### config.mk
export PLATFORM = sky130hd
export DESIGN_NAME = seq_pattern_tx
export DESIGN_NICKNAME = d
export VERILOG_FILES = /design/src/rtl/seq_pattern_tx.sv
export SDC_FILE = /design/constraint.sdc
export NUM_CORES = 1
export LEC_CHECK = 0
export ABC_AREA = 1
export ABC_CLOCK_PERIOD_IN_PS = 3300
export CAP_MARGIN = 25
export CORE_MARGIN = 8
export CORE_UTILIZATION = 55
export DETAILED_ROUTE_END_ITERATION = 6
export DONT_BUFFER_PORTS = 1
export PLACE_DENSITY = 0.7
export SKIP_CTS_REPAIR_TIMING = 1
export SLEW_MARGIN = 20
export SYNTH_ARGS = -nofsm -noshare
export SYNTH_HDL_FRONTEND = slang
export SYNTH_SLANG_ARGS = --single-unit
### constraint.sdc
create_clock -name clk -period 3.3 [get_ports clk]
set_input_delay 0.66 -clock clk [delete_from_list [all_inputs] [get_ports clk]]
set_output_delay 0.66 -clock clk [all_outputs]
set_load 0.02 [all_outputs]
### src/rtl/seq_pattern_tx.sv
`default_nettype none
// ============================================================================
//  Module   : seq_pattern_tx
//  Purpose  : Serial pattern transmitter. Latches a right-aligned bit pattern
//             of programmable length and shifts it out MSB-first on x, one
//             bit per clock, optionally repeating it. The FSM state is
//             exposed on out so detector benches can align with it.
//  Ports    : clk      - system clock, rising edge
//             reset    - asynchronous, active-low reset
//             start    - transmit request, sampled only in IDLE
//             pattern  - right-aligned pattern, pattern[len-1] sent first
//             len      - pattern length (0 = invalid, >WIDTH clamps)
//             reps     - extra repetitions (reps+1 transmissions)
//             x        - serial data bit
//             valid    - x carries a pattern bit
//             busy     - high in every state except IDLE
//             done     - one-cycle pulse after the final bit
//             out      - state code IDLE=0, SHIFT=1, GAP=2, DONE=3
//  Options  : SEQ_TX_GAP_EN - insert one GAP cycle between repetitions
//  Revision : 1.0 - initial release
// ============================================================================
module seq_pattern_tx #(
    parameter int WIDTH = 16,
    parameter int LEN_W = 5
) (
    input  logic             clk,
    input  logic             reset,
    input  logic             start,
    input  logic [WIDTH-1:0] pattern,
    input  logic [LEN_W-1:0] len,
    input  logic [3:0]       reps,
    output logic             x,
    output logic             valid,
    output logic             busy,
    output logic             done,
    output logic [3:0]       out
);

    localparam logic [1:0] c_IDLE  = 2'd0;
    localparam logic [1:0] c_SHIFT = 2'd1;
`ifdef SEQ_TX_GAP_EN
    localparam logic [1:0] c_GAP   = 2'd2;
`endif
    localparam logic [1:0] c_DONE  = 2'd3;

    localparam logic [LEN_W-1:0] c_WIDTH_LEN = LEN_W'(WIDTH);

    logic [1:0]       state_q, state_d;
    logic [WIDTH-1:0] sreg_q,  sreg_d;
    logic [WIDTH-1:0] pat_q,   pat_d;
    logic [LEN_W-1:0] len_q,   len_d;
    logic [LEN_W-1:0] idx_q,   idx_d;
    logic [3:0]       reps_q,  reps_d;
    logic             x_q,     x_d;
    logic             valid_q, valid_d;
    logic             busy_q,  busy_d;
    logic             done_q,  done_d;
    logic [3:0]       out_q,   out_d;

    logic [LEN_W-1:0] w_len_eff;
    logic [WIDTH-1:0] w_pat_aligned;
    logic             w_last;

    // Clamp the requested length and left-align the pattern so the first bit
    // to send always sits in the MSB of the shift register.
    always_comb begin
        w_len_eff     = (len > c_WIDTH_LEN) ? c_WIDTH_LEN : len;
        w_pat_aligned = pattern << (c_WIDTH_LEN - w_len_eff);
        w_last        = (idx_q == (len_q - LEN_W'(1)));
    end

    // ------------------------------------------------------------------
    // State register (also holds datapath and registered outputs)
    // ------------------------------------------------------------------
    always_ff @(posedge clk or negedge reset) begin
        if (!reset) begin
            state_q <= c_IDLE;
            sreg_q  <= '0;
            pat_q   <= '0;
            len_q   <= '0;
            idx_q   <= '0;
            reps_q  <= '0;
            x_q     <= 1'b0;
            valid_q <= 1'b0;
            busy_q  <= 1'b0;
            done_q  <= 1'b0;
            out_q   <= 4'd0;
        end else begin
            state_q <= state_d;
            sreg_q  <= sreg_d;
            pat_q   <= pat_d;
            len_q   <= len_d;
            idx_q   <= idx_d;
            reps_q  <= reps_d;
            x_q     <= x_d;
            valid_q <= valid_d;
            busy_q  <= busy_d;
            done_q  <= done_d;
            out_q   <= out_d;
        end
    end

    // ------------------------------------------------------------------
    // Next-state and datapath update
    // ------------------------------------------------------------------
    always_comb begin
        state_d = state_q;
        sreg_d  = sreg_q;
        pat_d   = pat_q;
        len_d   = len_q;
        idx_d   = idx_q;
        reps_d  = reps_q;
        case (state_q)
            c_IDLE: begin
                if (start && (len != '0)) begin
                    state_d = c_SHIFT;
                    pat_d   = w_pat_aligned;
                    sreg_d  = w_pat_aligned;
                    len_d   = w_len_eff;
                    reps_d  = reps;
                    idx_d   = '0;
                end
            end
            c_SHIFT: begin
                if (!w_last) begin
                    sreg_d = sreg_q << 1;
                    idx_d  = idx_q + LEN_W'(1);
                end else if (reps_q != 4'd0) begin
                    reps_d = reps_q - 4'd1;
`ifdef SEQ_TX_GAP_EN
                    state_d = c_GAP;
`else
                    // Back-to-back: reload so the next bit is the pattern MSB.
                    sreg_d = pat_q;
                    idx_d  = '0;
`endif
                end else begin
                    state_d = c_DONE;
                end
            end
`ifdef SEQ_TX_GAP_EN
            c_GAP: begin
                state_d = c_SHIFT;
                sreg_d  = pat_q;
                idx_d   = '0;
            end
`endif
            c_DONE: begin
                state_d = c_IDLE;
            end
            default: begin
                state_d = c_IDLE;
            end
        endcase
    end

    // ------------------------------------------------------------------
    // Output decode from the next state, so outputs are registered and
    // line up with the state they describe.
    // ------------------------------------------------------------------
    always_comb begin
        x_d     = 1'b0;
        valid_d = 1'b0;
        busy_d  = (state_d != c_IDLE);
        done_d  = (state_d == c_DONE);
        out_d   = {2'b00, state_d};
        if (state_d == c_SHIFT) begin
            x_d     = sreg_d[WIDTH-1];
            valid_d = 1'b1;
        end
    end

    assign x     = x_q;
    assign valid = valid_q;
    assign busy  = busy_q;
    assign done  = done_q;
    assign out   = out_q;

endmodule
`default_nettype wire

==> After elaboration in Yosys (flattened, before gate mapping) <==
Index checks and enable logic that the tools add are counted.
{ "totals": {"elab_cells": 53, "input_bits": 28, "output_inout_bits": 8, "register_bits": 52} }
{ "classes": {"n_eq_ne": 8, "order_cmp": 1, "n_addsub": 4, "reduce_logical": 9, "n_mux": 19, "shifts": 1} }
{ "op_table": {"columns": ["cell", "count"], "rows": [
  ["$mux 16", 3],
  ["$pmux 16 s2", 1],
  ["$mux 5", 4],
  ["$shl 16x5->16", 1],
  ["$mux 4", 3],
  ["$pmux 5 s2", 1],
  ["$pmux 4 s2", 1],
  ["$mux 2", 3],
  ["$ne 2x2->1 const B", 3],
  ["$add 5x1->5 const B", 1],
  ["$eq 5x5->1", 1],
  ["$gt 5x5->1 const B", 1],
  ["$reduce_bool 5->1", 1],
  ["$sub 5x1->5 const B", 1],
  ["$sub 5x5->5 const A", 1],
  ["$eq 2x1->1 const B", 2],
  ["$pmux 2 s2", 1],
  ["$reduce_and 4->1", 1],
  ["$reduce_bool 2->1", 2],
  ["$reduce_bool 4->1", 1],
  ["$sub 4x1->4 const B", 1],
  ["$ne 3x3->1 const B", 1],
  ["$reduce_and 3->1", 1],
  ["$eq 2x2->1 const B", 1],
  ["4 further kinds", 5]
]} }

==> Longest topological paths before layout <==
Gate-level depths: netlist of the first run.
{ "depth": {"depth_word": 7, "ltp_mapped": 14, "mapped_depth_nobuf": 14} }

==> Worst setup path before layout of the first run <==
OpenSTA, ideal clock, no wires.
{ "synth_timing": {"path_kind": "input to register", "start": "input len[4]", "end": "register pat_q[14]", "path_buffers": 2, "t_arrival_ns": 2.281, "path_stages": 11, "slack_ns": 0.943, "setup_ns": 0.076, "path_cell_list": "inv_2 > nand2_2 > buf_4 > ha_1 > inv_1 > clkbuf_1 > mux2i_1 > nand2_1 > nand3_1 > nand3_1 > o21ai_1"} }
{ "synth_between": {"elab_chain_len": 4} }
{ "synth_rtl": {"columns": ["element", "line_no", "text"], "rows": [
  ["start, declared", "30", "input logic [LEN_W-1:0] len,"],
  ["$gt 5x5->1", "67", "w_len_eff = (len > c_WIDTH_LEN) ? c_WIDTH_LEN : len;"],
  ["$mux 5", "67", null],
  ["$sub 5x5->5", "68", "w_pat_aligned = pattern << (c_WIDTH_LEN - w_len_eff);"],
  ["$shl 16x5->16", "68", null],
  ["end signal, assigned", "91", "pat_q <= pat_d;"],
  ["end, declared", "50", "logic [WIDTH-1:0] pat_q, pat_d;"]
]} }
Parallel ways exist; a longest one is shown, timed or not.
A chain may end at the register's enable or synchronous reset.

==> Final worst setup path of the first run <==
{ "layout_timing": {"start": "input len[4]", "end": "register x_q (netlist: x)"} }
{ "layout_between": {"elab_chain_len": 7} }
{ "layout_rtl": {"columns": ["element", "line_no", "text"], "rows": [
  ["$gt 5x5->1", "67", null],
  ["$mux 5", "67", null],
  ["$sub 5x5->5", "68", null],
  ["$shl 16x5->16", "68", null],
  ["$mux 16", "115", "if (start && (len != '0)) begin"],
  ["$pmux 16 s2", "113", "case (state_q)"],
  ["$mux 1 *", "167", "if (state_d == c_SHIFT) begin"],
  ["via x_d", "54", "logic x_q, x_d;"],
  ["end signal, assigned", "83", "x_q <= 1'b0;"],
  ["end signal, assigned", "95", "x_q <= x_d;"],
  ["end, declared", "54", null]
]} }
Mark *: on every way through the listed nets, which the timed path passes. The rest lies on a longest branch. The select of a mux whose other input is x is not followed.

==> results of run 1 <==
[registers in the layout, summed over array words and instances, names as in the netlist]
| signal | cells |
|---|---|
| pat_q | 16 |
| sreg_q | 16 |
| idx_q | 5 |
| len_q | 5 |
| reps_q | 4 |
| out | 2 |
| busy | 1 |
| done | 1 |
| valid | 1 |
| x | 1 |
[per-layer routing]
layer  global-route usage (%)  routed length (µm)  vias up  share of wire [%]
met5                        0                   0        -                  0
met3                    3.526                 306        4                4.1
met4                    4.430                  68        0               0.90
met2                    31.61                3827       59                 51
li1                         -                   -     1509                  -
met1                    22.79                3328     1391                 44
[final cells by class]
cell class	instances	area, µm²
multi-input combinational	359	1694
sequential	52	1301
tap	75	93.84
inverter	56	210.2
clock inverter	3	21.27
timing repair buffer	1	7.507
clock buffer	5	68.82
fill	572	2454
[cell families after synthesis]
group	count (synthesis)	synth area share [%]
flops	52	39.38
xor+xnor	3	0.7953
other cells	1	0.1135
mux	1	0.3029
fa+ha+maj	4	1.515
buf+inv	72	9.466
simple gates	299	39.68
compound gates	50	8.747
[metrics by stage]
stage                     util (%)  cells
final                        58.06    551
after global placement       56.52    543
after floorplan                  -    483
after detailed placement     56.52    543
after global routing         58.06    551
after CTS                    58.06    551
[worst register-to-register path, stage by stage (launching register included)]
cell and delay (ps):
dfrtp_1 390, inv_2 70, ha_1 310, nand2_1 70, nand2_1 60, nor2_2 110
nand3_2 130, nor2_8 220, nand3_2 160, clkinv_1 240, nand2_1 90, nand4_1 110
[Yosys cell counts]
| cell type | count |
|---|---|
| a21oi_1 | 2 |
| buf_2 | 4 |
| buf_4 | 6 |
| buf_6 | 2 |
| clkbuf_1 | 4 |
| clkinv_1 | 1 |
| conb_1 | 1 |
| dfrtp_1 | 52 |
| ha_1 | 4 |
| inv_1 | 43 |
| inv_2 | 12 |
| mux2i_1 | 1 |
| nand2_1 | 202 |
| nand2_2 | 3 |
| nand3_1 | 43 |
| nand3_2 | 2 |
| nand4_1 | 14 |
| nor2_1 | 21 |
| nor2_2 | 5 |
| nor2_4 | 1 |
| nor2_8 | 3 |
| nor3_1 | 4 |
| nor3_2 | 1 |
| o211ai_1 | 2 |
| o21a_1 | 2 |
| o21ai_0 | 13 |
| o21ai_1 | 22 |
| o21ai_2 | 2 |
| o21ai_4 | 1 |
| o22ai_1 | 5 |
| o32ai_1 | 1 |
| xnor2_1 | 1 |
| xor2_1 | 2 |
[power breakdown]
part	switching (µW)	internal, µW	leakage (µW)	total (µW)
Clock	217	151	0.0000445	368
Combinational	93.6	40.9	0.00117	134
Sequential	0	637	0.000640	637
Total	310	829	0.00185	1140
[path summary, 6_finish.rpt]
path	from	end	slack, ps	depth (start not counted)
setup / recovery	len[4]	x	810	11
hold / removal	reset	reps_q[1]	30	0
setup reg to reg	len_q[0]	sreg_q[8]	1290	11
hold reg to reg	pat_q[3]	pat_q[3]	490	2
max in group asynchronous	reset	pat_q[13]	3160	0
min in group clk	pat_q[3]	pat_q[3]	490	2
[cells in the final DEF (no fill, tap or decap), types with 2 or more instances in the layout]
cell type / n
o21a_1: 2
nor2_1: 21
nor2_2: 5
clkbuf_8: 5
inv_1: 43
dfrtp_1: 52
nand4_1: 14
inv_2: 12
o21ai_1: 22
o211ai_1: 2
nor2_8: 3
ha_1: 4
nor3_1: 4
conb_1: 2
nand2_1: 202
o22ai_1: 5
a21oi_1: 2
nand3_1: 43
xor2_1: 2
nand3_2: 2
o21ai_2: 2
nand2_2: 3
o21ai_0: 13
==> results.cfg, run 1 <==
[outcome]
outcome = finished, final reports clean

[floorplan]
core_um2 = 5851
rows = 28
fp.dieW_um = 93.51
dieArea_um2 = 8744
die-height_um = 93.51
ios = 36
initial_core_util_pct = 56.48

[finish]
drive_gt1_share_pct = 8.193
syn2layout_area_growth_pct = 2.802
nets = 507
design_area_um2 = 3397
diodes = 0

[timing]
max_slew.worst_pin.slew_ps = 612.1
maxSlewViolCount = 0
final.setup.tns_ps = 0
setup_ws_ps = 807.1
finalCriticalPeriod_ps = 2493
holdWs_ps = 33.09
fin_crit_sh_pct = 75.54
rsz0062_at_grt = false
finalSetupViolCount = 0
max_clock_freq_mhz = 401.1
relSlewSlack_pct = 59.10
fin_skew_ps = 18.18
final_hold_viol_count = 0

[worst_setup_path]
cp-start-kind = primary input
critPathMaxFanout = 22
cp_slowest_stage_delay_ps = 510
crit_required_ps = 3480
arrival_ps = 2670
path_delay_family = simple AND/OR/NAND/NOR gates
critPathBufInv = 2
crit_top_cell = nand2_1
critical_path.cell_chain = inv_2 -> nand2_2 -> ha_1 -> inv_1 -> o211ai_1 -> nand2_1 -> nand2_1 -> nand3_1 -> nand2_1 -> nor2_1 -> nor2_1
worst_path_max_delay_cell = ha_1
critPathCaptureType = flip-flop
crit_type = primary input to flip-flop

[yosys]
yosys.area.top_type_share_pct = 39.38
synth_seq_area_share_pct = 39.38
yosysTopAreaCell = dfrtp_1
synth_cells = 482
ys_ff_latch = 52
synth_cell_type_count = 33
syn_area_um2 = 3304
synthTopCellsByArea = dfrtp_1 39%, nand2_1 23%, nand3_1 6.5%
synth.avg_cell_area_um2 = 6.856
synth_warnings = 0

[placement]
place_congestion = 0.9235
hpwlAfterDp_um = 5701
place_ws_ps = 532.3
port_buffers = 0
placed_area_um2 = 3307

[routing]
avgRoutedWirePerCell_um = 13.67
drt_iter0_drc = 128
avgViaCountPerCell = 5.377
postRouteAntennaNets = 0
vias = 2963
routed_wl_um = 7530
firstDrtPassIters = 4
drc_errors = 0

[cts]
cts_sinks = 52
htree_levels = 2
cts_made_buffers = 5
cts_max_path_buffers = 2
worstSkewPairLatency_ps = 310
root_buffer = clkbuf_8
clk_pin_slew_ps = 100
tritoncts = built

[pwr]
leakage_uw = 0.001853
totalPowerFinal_uw = 1139
worst_ir_drop_vdd_uv = 197.7
powerDensity_nw_per_um2 = 335.3

[min_path]
hold_class = primary input to asynchronous set/reset pin

[grt]
overflow = 0
grt.total_usage_pct = 18.30
grt_max_degree = 53
antenna_found_initial = 0
grt_pass1_wl_um = 12970
grt_pass1_vias = 2799

[job]
max_cap_viol_count = 0
Power figures use the tool's default switching activity.
==> run 2: changes to the inputs <==
--- a/config.mk
+++ b/config.mk
@@ -6,13 +6,13 @@
 export NUM_CORES = 1
 export LEC_CHECK = 0
 export ABC_AREA = 1
-export ABC_CLOCK_PERIOD_IN_PS = 3300
+export ABC_CLOCK_PERIOD_IN_PS = 2100
 export CAP_MARGIN = 25
 export CORE_MARGIN = 8
 export CORE_UTILIZATION = 55
 export DETAILED_ROUTE_END_ITERATION = 6
 export DONT_BUFFER_PORTS = 1
-export PLACE_DENSITY = 0.7
+export PLACE_DENSITY = 0.73
 export SKIP_CTS_REPAIR_TIMING = 1
 export SLEW_MARGIN = 20
 export SYNTH_ARGS = -nofsm -noshare
==> constraint.sdc (replaced) <==
create_clock -name clk -period 2.1 [get_ports clk]
set_input_delay 0.42 -clock clk [delete_from_list [all_inputs] [get_ports clk]]
set_output_delay 0.42 -clock clk [all_outputs]
set_load 0.02 [all_outputs]
==> results.cfg, run 2 (synthesis gave the netlist of run 1 again) <==
[timing]
finalCriticalPeriod_ps = 1939
final.setup.tns_ps = 0
max_clock_freq_mhz = 515.7
finalSetupViolCount = 0
maxSlewViolCount = 0
final_hold_viol_count = 0
setup_ws_ps = 160.7
fin_crit_sh_pct = 92.35
fin_skew_ps = 7.357

[routing]
postRouteAntennaNets = 0
drc_errors = 0
routed_wl_um = 7729
firstDrtPassIters = 6
drt_iter0_drc = 208
avgViaCountPerCell = 5.310
avgRoutedWirePerCell_um = 13.70
vias = 2995

[floorplan]
initial_core_util_pct = 56.48
fp.dieW_um = 93.51
core_um2 = 5851
rows = 28
dieArea_um2 = 8744
die-height_um = 93.51
ios = 36

[job]
max_cap_viol_count = 0

[finish]
final_util_pct = 60.52
diodes = 0
drive_gt1_share_pct = 10.84
stdcell_count = 564
reg.largest.list = pat_q: 16 flops, sreg_q: 16 flops
syn2layout_area_growth_pct = 7.157
final_common_cell = nand2_1
nets = 520
fill_cells = 547
final_cell_mix = 201 x nand2_1, 52 x dfrtp_1, 43 x inv_1, 43 x nand3_1, 22 x o21ai_1

[worst_setup_path]
critPathCaptureType = flip-flop
arrival_ps = 2180
crit_required_ps = 2340
reg2reg_from = reps_q[0]
timing.reg2reg.setup_slack_ps = 160
crit_type = flip-flop to flip-flop
worst-r2r-cell-count = 11
r2r_end = reps_q[3]
critPathMaxFanout = 8
cp-start-kind = flip-flop
startpoint = reps_q[0]

[pwr]
leakage_uw = 0.001913
powerDensity_nw_per_um2 = 526.4
worst_ir_drop_vdd_uv = 329.2

[min_path]
min_from = len[2]
whs_endpoint = len_q[2]
hold_class = primary input to flip-flop
min_path_cells = 2

[cts]
cts_sinks = 52
worstSkewPairLatency_ps = 310
cts_made_buffers = 5
clk_pin_slew_ps = 100
root_buffer = clkbuf_8
tritoncts = built
htree_levels = 2
cts_max_path_buffers = 2

[placement]
dpl.cell_count = 552
port_buffers = 0
place_congestion = 0.8812
hpwlAfterDp_um = 5734
place_ws_ps = 59.97

[grt]
grt.total_usage_pct = 18.11
grt_pass1_wl_um = 12900
antenna_found_initial = 0
grt_max_degree = 53
overflow = 0
grt_pass1_vias = 2825

[outcome]
outcome = finished, final reports clean
## run 2: worst max-delay path by stage
stage | to | slack (ps) | cells past startpoint
floorplan | pat_q[14] | 80 | 11
detailed placement | x | 60 | 11
finish | reps_q[3] | 160 | 11
global placement | pat_q[14] | 100 | 10
global route | reps_q[3] | -20 | 11
CTS | sreg_q[6] | 110 | 12
## run 2: power by group
| group | total [µW] | switching, µW | internal (µW) |
|---|---|---|---|
| combinational | 256 | 176 | 80.2 |
| clock | 607 | 362 | 245 |
| sequential | 1000 | 0 | 1000 |
| total | 1860 | 538 | 1330 |
## run 2: final cells by class
type / count / area [µm²] / area share, %
sequential: 52 / 1301 / 36.75
tap: 75 / 93.84 / 2.650
multi-input combinational: 360 / 1715 / 48.45
inverter: 56 / 214.0 / 6.042
clock inverter: 3 / 27.53 / 0.7774
timing repair inverter: 1 / 7.507 / 0.2120
clock buffer: 5 / 68.82 / 1.943
timing repair buffer: 12 / 112.6 / 3.180
## run 2: routing by layer
metal,vias to the layer above,wire length [µm],GRT usage (%),part of all wire [%]
li1,1547,-,-,-
met1,1383,3553,22.93,46
met2,51,3723,29.85,48
met3,14,286,3.205,3.7
met4,0,165,7.114,2.1
met5,-,0,0,0
## run 2: through the flow
stage | hold WS, ps | total power (µW) | area [µm²]
after CTS | -215.9 | 1848 | 3471
after global placement | 125.9 | 1246 | 3374
after detailed placement | 125.9 | 1247 | 3374
final | 274.0 | 1864 | 3541
after global routing | 267.6 | 1958 | 3541
after floorplan | 124.4 | 1208 | 3309
## run 2: critical path: stages, from the launching register on
cell     delay [ps]
dfrtp_1         360
inv_1            70
ha_1            210
nand2_1          70
inv_1            40
nand2_1         250
inv_1           130
o21ai_4         280
inv_2           100
nor2_4          210
nand2_1          70
o21ai_1          80
==> run 3: changes to the inputs <==
--- a/config.mk
+++ b/config.mk
@@ -13,6 +13,7 @@
 export DETAILED_ROUTE_END_ITERATION = 6
 export DONT_BUFFER_PORTS = 1
 export PLACE_DENSITY = 0.73
+export REMOVE_ABC_BUFFERS = 1
 export SKIP_CTS_REPAIR_TIMING = 1
 export SLEW_MARGIN = 20
 export SYNTH_ARGS = -nofsm -noshare
==> results.cfg, run 3 (synthesis gave the netlist of run 1 again) <==
[cts]
tritoncts = built
worstSkewPairLatency_ps = 310
cts_made_buffers = 5
cts_sinks = 52
cts_max_path_buffers = 2
clk_pin_slew_ps = 110
htree_levels = 2
root_buffer = clkbuf_8

[worst_setup_path]
cp-start-kind = flip-flop
arrival_ps = 2200
timing.reg2reg.setup_slack_ps = 160
critPathMaxFanout = 9
critPathCaptureType = flip-flop
worst-r2r-cell-count = 12
crit_required_ps = 2360
crit_type = flip-flop to flip-flop

[floorplan]
rows = 28
initial_core_util_pct = 56.48
die-height_um = 93.51
ios = 36
fp.dieW_um = 93.51
core_um2 = 5851
dieArea_um2 = 8744

[routing]
postRouteAntennaNets = 0
avgRoutedWirePerCell_um = 13.77
firstDrtPassIters = 5
avgViaCountPerCell = 5.381
drt_iter0_drc = 115
drc_errors = 0
routed_wl_um = 7767
vias = 3035

[timing]
final.setup.tns_ps = 0
max_clock_freq_mhz = 515.9
final_hold_viol_count = 0
finalSetupViolCount = 0
finalCriticalPeriod_ps = 1939
holdWs_ps = 273.4
rsz0062_at_grt = false
fin_crit_sh_pct = 92.31
maxSlewViolCount = 0
fin_skew_ps = 12.27

[grt]
grt_pass1_wl_um = 12640
grt_pass1_vias = 2852
grt_max_degree = 53
grt.total_usage_pct = 17.59
overflow = 0
antenna_found_initial = 0

[min_path]
min_path_cells = 2
hold_class = primary input to flip-flop

[placement]
place_congestion = 0.8769
hpwlAfterDp_um = 5703
port_buffers = 0

[finish]
final_common_cell = nand2_1
nets = 520
drive_gt1_share_pct = 10.84
syn2layout_area_growth_pct = 7.308
reg.largest.list = pat_q: 16 flops, sreg_q: 16 flops
final_cell_mix = 201 x nand2_1, 52 x dfrtp_1, 43 x inv_1, 43 x nand3_1, 22 x o21ai_1
diodes = 0

[pwr]
leakage_uw = 0.001917
worst_ir_drop_vdd_uv = 336.4
powerDensity_nw_per_um2 = 525.0

[outcome]
outcome = finished, final reports clean

[job]
max_cap_viol_count = 0
-- run 3: path summary, 6_finish.rpt --
path	from	to
max reg2reg	len_q[0]	sreg_q[10]
max	len_q[0]	sreg_q[10]
min	len[2]	len_q[2]
min in group asynchronous	reset	valid
max in group asynchronous	reset	pat_q[2]
min reg2reg	pat_q[1]	pat_q[1]
-- run 3: report_power, final --
part / internal [µW] / switching, µW
Combinational: 76.5 / 167
Clock: 252 / 365
Sequential: 1000 / 0
Total: 1330 / 532
-- run 3: area by class of cell --
class,instances,area (µm²)
Fill cell,556,2305
Multi-Input combinational cell,361,1727
Sequential cell,52,1301
Inverter,56,214.0
Timing Repair Buffer,11,105.1
Tap cell,75,93.84
Clock buffer,5,68.82
Clock inverter,3,28.78
Timing Repair inverter,1,7.507
-- run 3: per-layer routing --
metal  share of wire, %  global-route usage, %  routed length [µm]
met5                  0                      0                   0
met4                1.8                  6.174                 140
met3                3.8                  2.804                 293
met2                 50                  30.67                3880
met1                 44                  21.34                3454
-- run 3: metrics by stage --
stage	util, %	cell area [µm²]	std cells	total power (µW)	setup WS (ps)
5_1_grt	60.61	3546	564	1958	7.417
6_report	60.61	3546	564	1862	161.5
4_1_cts	58.96	3450	557	1850	101.6
2_1_floorplan	-	3206	467	1189	-178.0
3_5_place_dp	57.29	3352	549	1236	18.02
3_3_place_gp	57.29	3352	549	1233	49.59
-- run 3: worst max-delay path, stage by stage, from the launching register on --
cell and delay, ps:
dfrtp_1 410, inv_2 70, ha_1 310, inv_1 50, nand2_1 50, nand2_1 50, nor2_2 110, nand3_2 130
nor2_8 190, nor2_8 100, nor2_4 240, nand2_1 80, nand4_1 90
